--- src/rtl/vga_timing_pkg.sv ---
// Shared 640x480@60 raster timing constants and small helpers for the VGA
// sync path. Coordinates are carried as 11-bit unsigned values, so both the
// horizontal and vertical totals must stay at or below 2047.
package vga_timing_pkg;

    localparam int unsigned COORD_W    = 11;
    localparam int unsigned PRESCALE_W = 8;   // holds CLK_DIV-1 for CLK_DIV 1..255

    localparam int unsigned VGA_CLK_DIV  = 4;
    localparam int unsigned VGA_H_ACTIVE = 640;
    localparam int unsigned VGA_H_FP     = 16;
    localparam int unsigned VGA_H_SYNC   = 96;
    localparam int unsigned VGA_H_BP     = 48;
    localparam int unsigned VGA_V_ACTIVE = 480;
    localparam int unsigned VGA_V_FP     = 10;
    localparam int unsigned VGA_V_SYNC   = 2;
    localparam int unsigned VGA_V_BP     = 33;

    localparam int unsigned VGA_H_TOTAL = VGA_H_ACTIVE + VGA_H_FP + VGA_H_SYNC + VGA_H_BP;
    localparam int unsigned VGA_V_TOTAL = VGA_V_ACTIVE + VGA_V_FP + VGA_V_SYNC + VGA_V_BP;

    typedef logic [COORD_W-1:0] coord_t;

    // Half-open window test lo <= pos < hi, in coordinate width.
    function automatic logic in_span(input coord_t pos, input coord_t lo, input coord_t hi);
        return (pos >= lo) && (pos < hi);
    endfunction

endpackage

--- src/rtl/vga_pix_tick.sv ---
// Pixel-rate prescaler. Counts 0..CLK_DIV-1 on each enabled clk and emits a
// registered one-clk pix_tick on the clk in which the count wraps. While en
// is low the count is held and pix_tick is forced low, so counting resumes
// from the held phase.
//
// Ports:
//   clk      system clock
//   rst      asynchronous active-high reset
//   en       count enable
//   pix_tick one-clk pulse per pixel period
module vga_pix_tick
    import vga_timing_pkg::*;
#(
    parameter int unsigned CLK_DIV = VGA_CLK_DIV
) (
    input  logic clk,
    input  logic rst,
    input  logic en,
    output logic pix_tick
);

    localparam logic [PRESCALE_W-1:0] LAST = PRESCALE_W'(CLK_DIV - 1);

    logic [PRESCALE_W-1:0] count;

    always_ff @(posedge clk or posedge rst) begin
        if (rst) begin
            count    <= '0;
            pix_tick <= 1'b0;
        end else if (en) begin
            if (count == LAST) begin
                count    <= '0;
                pix_tick <= 1'b1;
            end else begin
                count    <= count + 1'b1;
                pix_tick <= 1'b0;
            end
        end else begin
            pix_tick <= 1'b0;
        end
    end

endmodule

--- src/rtl/vga_sync_gen.sv ---
// VGA raster timing generator. A prescaler produces the pixel tick; column
// and row counters step on each tick and are driven straight out to the
// pattern stage. Visibility and sync decode is taken from the current
// counters and registered, so video_on/hsync/vsync lag col/row by one clk,
// lining up with the pattern stage's registered RGB.
//
// Ports:
//   clk         system clock
//   rst         asynchronous active-high reset
//   en          count enable; low freezes the raster
//   pix_tick    one-clk pulse per pixel period
//   col, row    current raster position (counter registers)
//   video_on    visible flag for the position one clk earlier
//   hsync       horizontal sync, asserted level SYNC_POL
//   vsync       vertical sync, asserted level SYNC_POL
//   frame_start one-clk pulse in the first clk at (0,0) after a frame wrap
module vga_sync_gen
    import vga_timing_pkg::*;
#(
    parameter int unsigned CLK_DIV  = VGA_CLK_DIV,
    parameter int unsigned H_ACTIVE = VGA_H_ACTIVE,
    parameter int unsigned H_FP     = VGA_H_FP,
    parameter int unsigned H_SYNC   = VGA_H_SYNC,
    parameter int unsigned H_BP     = VGA_H_BP,
    parameter int unsigned V_ACTIVE = VGA_V_ACTIVE,
    parameter int unsigned V_FP     = VGA_V_FP,
    parameter int unsigned V_SYNC   = VGA_V_SYNC,
    parameter int unsigned V_BP     = VGA_V_BP,
    parameter logic        SYNC_POL = 1'b0
) (
    input  logic               clk,
    input  logic               rst,
    input  logic               en,
    output logic               pix_tick,
    output logic [COORD_W-1:0] col,
    output logic [COORD_W-1:0] row,
    output logic               video_on,
    output logic               hsync,
    output logic               vsync,
    output logic               frame_start
);

    localparam coord_t H_ACT        = coord_t'(H_ACTIVE);
    localparam coord_t H_SYNC_START = coord_t'(H_ACTIVE + H_FP);
    localparam coord_t H_SYNC_END   = coord_t'(H_ACTIVE + H_FP + H_SYNC);
    localparam coord_t H_LAST       = coord_t'(H_ACTIVE + H_FP + H_SYNC + H_BP - 1);
    localparam coord_t V_ACT        = coord_t'(V_ACTIVE);
    localparam coord_t V_SYNC_START = coord_t'(V_ACTIVE + V_FP);
    localparam coord_t V_SYNC_END   = coord_t'(V_ACTIVE + V_FP + V_SYNC);
    localparam coord_t V_LAST       = coord_t'(V_ACTIVE + V_FP + V_SYNC + V_BP - 1);

    logic col_last;
    logic row_last;
    logic video_d;
    logic hsync_d;
    logic vsync_d;

    vga_pix_tick #(
        .CLK_DIV (CLK_DIV)
    ) u_pix_tick (
        .clk      (clk),
        .rst      (rst),
        .en       (en),
        .pix_tick (pix_tick)
    );

    assign col_last = (col == H_LAST);
    assign row_last = (row == V_LAST);

    // Counters step on pix_tick alone: a tick already issued when en drops
    // is still consumed, so a pause inserts idle clks without losing a pixel.
    always_ff @(posedge clk or posedge rst) begin
        if (rst) begin
            col         <= '0;
            row         <= '0;
            frame_start <= 1'b0;
        end else begin
            frame_start <= pix_tick && col_last && row_last;
            if (pix_tick) begin
                if (col_last) begin
                    col <= '0;
                    row <= row_last ? '0 : row + 1'b1;
                end else begin
                    col <= col + 1'b1;
                end
            end
        end
    end

    always_comb begin
        video_d = (col < H_ACT) && (row < V_ACT);
        hsync_d = in_span(col, H_SYNC_START, H_SYNC_END) ? SYNC_POL : ~SYNC_POL;
        vsync_d = in_span(row, V_SYNC_START, V_SYNC_END) ? SYNC_POL : ~SYNC_POL;
    end

    // Decode registers update every clk, so they keep following a frozen raster.
    always_ff @(posedge clk or posedge rst) begin
        if (rst) begin
            video_on <= 1'b0;
            hsync    <= ~SYNC_POL;
            vsync    <= ~SYNC_POL;
        end else begin
            video_on <= video_d;
            hsync    <= hsync_d;
            vsync    <= vsync_d;
        end
    end

endmodule

--- config.mk ---
export PLATFORM = sky130hd
export DESIGN_NAME = vga_sync_gen
export DESIGN_NICKNAME = d
export VERILOG_FILES = /design/src/rtl/vga_timing_pkg.sv /design/src/rtl/vga_pix_tick.sv /design/src/rtl/vga_sync_gen.sv
export SDC_FILE = /design/constraint.sdc
export NUM_CORES = 1
export LEC_CHECK = 0
export CAP_MARGIN = 5
export CORE_ASPECT_RATIO = 1.2
export CORE_MARGIN = 2
export CORE_UTILIZATION = 56
export DETAILED_ROUTE_END_ITERATION = 10
export PLACE_DENSITY = 0.8
export SLEW_MARGIN = 15
export SYNTH_ARGS = -nofsm -noshare
export SYNTH_HDL_FRONTEND = slang
export SYNTH_SLANG_ARGS = --single-unit
--- constraint.sdc ---
create_clock -name clk -period 4.6 [get_ports clk]
set_input_delay 1.15 -clock clk [delete_from_list [all_inputs] [get_ports clk]]
set_output_delay 1.15 -clock clk [all_outputs]
set_load 0.01 [all_outputs]
Word level (Yosys, flattened, before mapping) --
Cells that the tools add are included.
Storage, ports and cells: logic and storage cells 33, output and inout bits 27, register bits after elaboration 35
Operators by class: muxes and demuxes 7, $lt $le $gt $ge 6, add/sub/neg operators 3, equality and inequality tests 3, reductions and logical operators 6
Operator list (number):
- $add A11 B1 Y11 const B | 2
- $eq A11 B10 Y1 const B | 2
- $lt A11 B10 Y1 const B | 2
- $lt A11 B9 Y1 const B | 2
- $mux W11 | 2
- $ge A11 B10 Y1 const B | 1
- $ge A11 B9 Y1 const B | 1
- $add A8 B1 Y8 const B | 1
- $eq A8 B2 Y1 const B | 1
- $mux W8 | 1
- $logic_and A1 B1 Y1 | 5
- $mux W1 | 4
- $reduce_and A2 Y1 | 1

Depth between registers and ports, before layout --
Gate-level depths: netlist of the first run.
depth after elaboration 3, mapped depth 8, mapped depth without buffers 6

By module --
A second synthesis of the first run with hierarchy kept.
Second synthesis, totals: cell total of the unflattened synthesis 165, area, all modules 1700.4 µm²
By module, submodules not included:
- vga_sync_gen | cells each 126, instances 1, seq. area each 653.1 µm², area each 1290.0 µm²
- vga_pix_tick | cells each 39, instances 1, seq. area each 225.2 µm², area each 410.4 µm²

Least setup slack after synthesis of the first run --
No wires, ideal clock.
path kind in2reg, start point in en, end point reg u_pix_tick.count[7], library setup time 123 ps, path slack 2874 ps, data required time 4477 ps, buffers on the path 0, arrival 1604 ps, cell stages on the path 4, path through nand4_1 > nor2_1 > nand4_1 > xnor2_1
RTL lines:
- from (decl) | line vga_sync_gen.sv:33 | input logic en,
- to (signal assigned) | line vga_pix_tick.sv:35 | count <= count + 1'b1;
- to (decl) | line vga_pix_tick.sv:24 | logic [PRESCALE_W-1:0] count;

Worst setup path after layout of the first run --
start point reg col[5], end point out col[5]
RTL lines:
- from (decl) | line vga_sync_gen.sv:35 | output logic [COORD_W-1:0] col,
- from (signal assigned) | line vga_sync_gen.sv:84 | col <= col + 1'b1;
No word-level cell between the ends.

==> results of run 1 <==
## worst max path at each step
stage / start / to / slack, ns / cells after the start
after global routing: col[5]$_DFFE_PP0P_ / col[5] / 1.88 / 1
after detailed placement: rst / vsync$_DFF_PP1_ / 2.15 / 3
after floorplan: rst / col[0]$_DFFE_PP0P_ / 2.68 / 1
final: col[5]$_DFFE_PP0P_ / col[5] / 1.95 / 1
after CTS: col[5]$_DFFE_PP0P_ / col[5] / 1.95 / 1
after global placement: rst / vsync$_DFF_PP1_ / 2.18 / 3
## per-layer routing
layer,part of all wire (%),up-vias,wire (µm),global-route usage (%)
met5,0,-,0,0
met4,0.79,0,27,6.40
met3,4.4,4,151,7.73
met2,52,37,1770,35.3
met1,43,650,1470,29.2
li1,-,640,-,-
## sequential cells by signal, summed over array words and instances (netlist names)
| name | cells |
|---|---|
| col | 11 |
| frame_start | 1 |
| hsync | 1 |
| row | 11 |
| u_pix_tick.count | 8 |
| u_pix_tick.pix_tick | 1 |
| video_on | 1 |
| vsync | 1 |
## cells in the final DEF (no fill, tap or decap), drive strengths merged
cell type       n
o21ai          10
nand2          12
nand4           9
and4            1
o21a            1
dfstp           2
nor3            2
nor4b           1
ha              4
inv             7
dfrtp          33
and2            2
o31ai           1
and3            7
a31oi           3
nor2           13
mux2            1
a21oi           2
clkinvlp        2
and3b           1
or4             2
and4bb          1
mux2i           2
clkbuf          5
nand4bb         1
o22ai           1
xor2            7
clkdlybuf4s50  29
nand3          12
nor4            3
buf             1
or3             2
xnor2          13
or4b            1
or2             1
clkinv          1
## worst reg2reg max path, delay by kind of cell, from the launching register on
family        cells  cell delay, ns
flops             1            0.42
fa+ha+maj         1            0.22
xor+xnor          1            0.16
simple gates      3            1.09
## where the power goes
group | switching (µW) | internal [µW]
combinational | 43.3 | 51.6
sequential | 44.8 | 345
clock | 106 | 58.3
total | 194 | 455
## cell type report
cell class | count | area [µm²]
clock buffers | 5 | 37.5
flip-flops and latches | 35 | 878
fillers | 254 | 935
well taps | 36 | 45.0
repair buffers | 30 | 298
clock inverters | 3 | 20.0
multi-input cells | 116 | 788
inverters | 7 | 26.3
## through the flow
| step | util, % | instance area, µm² | total power (µW) |
|---|---|---|---|
| 6_report | 69.1 | 2090 | 649 |
| 5_1_grt | 69.1 | 2090 | 690 |
| 3_3_place_gp | 67.2 | 2040 | 483 |
| 3_5_place_dp | 67.2 | 2040 | 492 |
| 2_1_floorplan | - | 1740 | 454 |
| 4_1_cts | 69.1 | 2090 | 654 |
## logic make-up after synthesis
logic type / share of synthesized area [%]
and+or+nand+nor: 24.8
DFF: 50.4
xor gates and xnor gates: 10.1
AOI/OAI and AO/OA: 5.74
buffers and inverters: 4.38
adders and majority gates: 2.87
muxes: 1.79
==> key figures, run 1 <==
Yosys
  • Most frequent cell after synthesis: dfrtp_1
  • EDFF count, synth: 0
  • Seq cells post-synth: 35
  • Area of the mapped netlist: roughly 1700 µm²
  • Total number of yosys warnings: 0
  • FFs w/ async S/R, synth: 100%
  • Syn Area/Cell: between 10 and 15 µm²
  • Synth Flop Type: dfrtp_1
  • Cell variety after synth: 40
  • Register area share after synthesis: approximately half
  • Synth area leader: dfrtp_1
  • Top post-synthesis cells by area: dfrtp_1, xnor2_1, xor2_1
  • Synth Instances: 164
  • Share of the synthesized area in the top cell type: 47.4%
  • Post-synth top cells: dfrtp_1, nor2_1, xnor2_1, nand2_1, nand3_1
  • Synth Net Count: roughly 170

Place
  • Pre-CTS setup slack: ~2.2 ns
  • Number of port buffers: 29
  • Placed insts: 224
  • Post-detail-place hpwl: approximately 2.6 mm
  • Placer Congestion: roughly 0.77

Floorplanning
  • Die Width: 54.9 µm
  • Starting Density: approximately 58%
  • Ports: 30
  • # rows: 22
  • Die ar.: 3580 µm²
  • DIE HEIGHT: between 60 and 70 µm
  • Core area: 3030 µm²

Hold path
  • Worst hold endpoint: u_pix_tick.count[6]$_DFFE_PP0P_
  • Hold path depth: 1
  • Hold Crit Start: u_pix_tick.count[6]$_DFFE_PP0P_
  • Hold Path Class: reg -> reg

Timing
  • Clock skew: between 0.015 and 0.02 ns
  • Setup violations, final: 0
  • Fin crit share: between 50% and 60%
  • Worst-Margin Slew: about 0.82 ns
  • Max Clock Freq: around 380 MHz
  • Slew headroom: a little under half
  • Unrepaired setup endpoints after global routing: no
  • WHS: between 0.5 and 0.6 ns
  • Final setup TNS: 0 ns
  • Setup ws final: 1.95 ns
  • Final Hold Vio Count: 0
  • Final worst path period need: 2.65 ns
  • Slew Limit Fails: 0

Clocking
  • CTS tree: built
  • Clk root buf: clkbuf_4
  • Clock-pin slew on the worst setup and hold paths: 0.11 ns
  • Post_cts resized: 0
  • Clock sinks: 35
  • Maximum root-to-sink buffer count: 2
  • Post-CTS Setup Repair Bufs: 0
  • Worst skew pair latency: ~0.34 ns
  • H-tree depth: 2
  • Hold Buf Count CTS: 0
  • TritonCTS buffer count: 5

Cells and area
  • N_diodes: 0
  • P&R area growth vs syn: 20.1%
  • Final #Nets: between 200 and 250
  • Final instance count without filler cells: ~230
  • Fraction of layout cells with a size suffix above 1: 10.2%

Drt
  • Via count: about 1.3k
  • Routed len/inst: between 10 and 15 µm
  • Detailed Route WL: ~3.4 mm
  • Post-route DRC: 0
  • Vias per cell: roughly 5.7
  • Post-route ant nets: 0
  • 1st-pass router iterations: 4
  • Initial DRC Count: 37

Power
  • Leak pwr: 0.000887 µW
  • Power Density: 310 nW/µm²
  • VDD IR-drop max: between 0.0003 and 0.0004 V

Worst setup path
  • Reg2reg path depth: 5
  • CP max stage delay: a little over 0.6 ns
  • Reg2reg setup slack: between 2 and 3 ns
  • Startpoint types: register
  • Worst reg2reg endpoint: row[6]$_DFFE_PP0P_
  • Buf/Inv on CP: 1
  • CP Cell Sequence: clkdlybuf4s50_1
  • Critical Path AT: around 1.5 ns
  • Type of the worst setup path: reg -> out
  • R2R Path Start: col[0]$_DFFE_PP0P_
  • Worst Path Max Fanout: 9
  • CP required: 3.45 ns
  • Family with the most delay on the worst path: buffers and inverters
  • CP endpoint kind: output pin
  • CP max stage cell: clkdlybuf4s50_1

Job
  • Max Cap Viol: 0

Global route
  • First-pass GRT wire length: about 5.7 mm
  • GRT Total Usage: 22.5%
  • Initial antenna violation count: 0
  • GRT overflow: 0
  • Vias in the first global route: between 1k and 1.5k
  • Largest net degree at the start of global routing: 24

Outcome
  • Status: finished clean
Power figures use the tool's default switching activity.
==> run 2, diff against run 1 <==
Settings changed: CORE_UTILIZATION 56 to 47, PLACE_DENSITY 0.8 to 0.71.
Clock period 4.6 ns to 2.3 ns, I/O delays scaled along.
==> key figures, run 2 (synthesis gave the netlist of run 1 again) <==
Outcome
  • Status: finished clean

Clocking
  • Clk root buf: clkbuf_8
  • Post_cts resized: 0 (unchanged)
  • Hold Buf Count CTS: 0 (unchanged)
  • H-tree depth: 2 (unchanged)
  • Clock-pin slew on the worst setup and hold paths: 0.06 ns (-0.05 ns)
  • Worst skew pair latency: 0.28 ns (-0.06 ns)
  • TritonCTS buffer count: 5 (unchanged)
  • Maximum root-to-sink buffer count: 2 (unchanged)
  • Post-CTS Setup Repair Bufs: 0 (unchanged)
  • Clock sinks: 35 (unchanged)
  • CTS tree: built

Drt
  • DR WL met2: 1.62 mm (-8.9%)
  • Post-route ant nets: 0 (unchanged)
  • Initial DRC Count: 45 (+22%)
  • Routed len/inst: 14.2 µm (-3.5%)
  • Top routing layer in use: met4
  • Metal1 wirelength: 1.54 mm (+4.5%)
  • 1st-pass router iterations: 4 (unchanged)
  • Via count: 1355 (+1.8%)
  • Vias per cell: 5.77 (+0.50%)
  • Detailed Route WL: 3.35 mm (-2.3%)
  • Post-route DRC: 0 (unchanged)
  • Met3 routed WL: 132 µm (-13%)

Timing
  • Worst-Margin Slew: 0.457 ns (-0.362 ns)
  • Unrepaired setup endpoints after global routing: no
  • Final worst path period need: around 2 ns
  • Slew Limit Fails: 0 (unchanged)
  • Fin crit share: 87.0%
  • Final Hold Vio Count: 0 (unchanged)
  • Max Clock Freq: ~500 MHz
  • Setup violations, final: 0 (unchanged)
  • Clock skew: 0.00403 ns (-0.0127 ns)
  • Slew headroom: 69.5% (+24 points)
  • Final setup TNS: 0 ns (unchanged)

Cells and area
  • Commonest non-fill, non-tap cells in the layout: dfrtp_1, clkdlybuf4s50_1, xnor2_1, nor2_1, nand2_1
  • Final #Nets: 203 (+0.50%)
  • Fill cell count: 315 (+24%)
  • P&R area growth vs syn: 21.8%
  • Biggest regs: col (11), row (11), u_pix_tick.count (8)
  • Most common cell after layout, fill and taps aside: dfrtp_1
  • N_diodes: 0 (unchanged)
  • Final instance count without filler cells: 235 (+1.3%)
  • Fraction of layout cells with a size suffix above 1: 9.18% (-1.0 points)

Floorplanning
  • Ports: 30 (unchanged)
  • Die ar.: 4210 µm² (+18%)
  • # rows: 24 (+9.1%)
  • Starting Density: 48.4% (-9.2 points)
  • Die Width: 59.6 µm (+8.5%)
  • DIE HEIGHT: 70.7 µm (+8.6%)
  • Core area: 3600 µm² (+19%)

Job
  • Max Cap Viol: 0 (unchanged)

Power
  • Leak pwr: 0.000904 µW (+1.9%)
  • VDD IR-drop max: 0.000571 V (+52%)
  • Power Density: 648 nW/µm² (+110%)

Global route
  • Largest net degree at the start of global routing: 36 (+50%)
  • Vias in the first global route: 1298 (+2.8%)
  • GRT overflow: 0 (unchanged)
  • First-pass GRT wire length: 5.71 mm (-0.47%)
  • GRT Total Usage: 17.6% (-4.9 points)
  • Initial antenna violation count: 0 (unchanged)

Place
  • Placed insts: 228 (+1.8%)
  • Post-detail-place hpwl: 2.37 mm (-7.6%)
  • Number of port buffers: 29 (unchanged)
  • Placer Congestion: 0.842 (+8.7%)

Worst setup path
  • CP max stage delay: 0.61 ns (about the same)
  • Critical Path AT: 1.42 ns (-0.08 ns)
  • Worst Path Max Fanout: 9 (unchanged)
  • Family with the most delay on the worst path: buffers and inverters
  • CP endpoint kind: output pin
  • CP max stage cell: clkdlybuf4s50_1
  • Buf/Inv on CP: 1 (unchanged)
  • Type of the worst setup path: reg -> out
  • CP Cell Sequence: clkdlybuf4s50_1
  • CP required: 1.73 ns (-1.72 ns)
  • Startpoint types: register

Hold path
  • Hold Path Class: reg -> reg
==> run 2: cell types whose count changed in the layout (fill, tap and decap cells not counted), sizes merged <==
cell,change
clkbuf,+2
clkinvlp,-2
buf,+1
clkinv,-1
==> run 2: metrics by stage <==
stage / util (%) / cell area (µm²) / setup slack, ns / hold slack [ns] / total power, µW
4_1_cts: 58.9 / 2120 / 0.293 / 0.500 / 1390
3_5_place_dp: 56.8 / 2050 / 0.415 / 0.476 / 981
3_3_place_gp: 56.8 / 2050 / 0.476 / 0.485 / 962
5_1_grt: 58.9 / 2120 / 0.254 / 0.516 / 1450
2_1_floorplan: - / 1740 / 0.664 / 0.457 / 909
6_report: 58.9 / 2120 / 0.300 / 0.493 / 1370
==> run 2: worst reg2reg max path, stage by stage (launching register included) <==
cell,delay (ns)
dfrtp_1,0.41
ha_1,0.21
and4_1,0.33
and3_1,0.48
nand4_1,0.19
xnor2_1,0.16
==> run 2: worst paths after layout <==
kind / startpoint / end / slack, ns / depth (start not counted)
max: col[5]$_DFFE_PP0P_ / col[5] / 0.30 / 1
min: u_pix_tick.count[7]$_DFFE_PP0P_ / u_pix_tick.pix_tick$_DFF_PP0_ / 0.49 / 1
max reg2reg: col[0]$_DFFE_PP0P_ / row[8]$_DFFE_PP0P_ / 0.42 / 5
min reg2reg: u_pix_tick.count[7]$_DFFE_PP0P_ / u_pix_tick.pix_tick$_DFF_PP0_ / 0.49 / 1
max in group asynchronous: rst / vsync$_DFF_PP1_ / 1.28 / 3
min in group asynchronous: rst / col[4]$_DFFE_PP0P_ / 0.69 / 3
==> run 2: where the power goes <==
group          internal, µW  switching (µW)  leakage [µW]
logic                   103            86.8      0.000404
clock network           208             199     0.0000383
registers               691            87.3      0.000461
total                  1000             373      0.000904
==> run 2: metal layers <==
layer,vias up,GRT usage [%]
li1,640,-
met1,676,22.2
met2,32,28.7
met3,7,4.94
met4,0,5.93
met5,-,0
==> run 2: cell type report <==
type,count,area [µm²],area share [%]
flip-flops and latches,35,878,41.4
multi-input cells,116,788,37.1
clock buffers,7,76.3,3.59
well taps,39,48.8,2.30
inverters,7,26.3,1.24
repair buffers,31,305,14.4
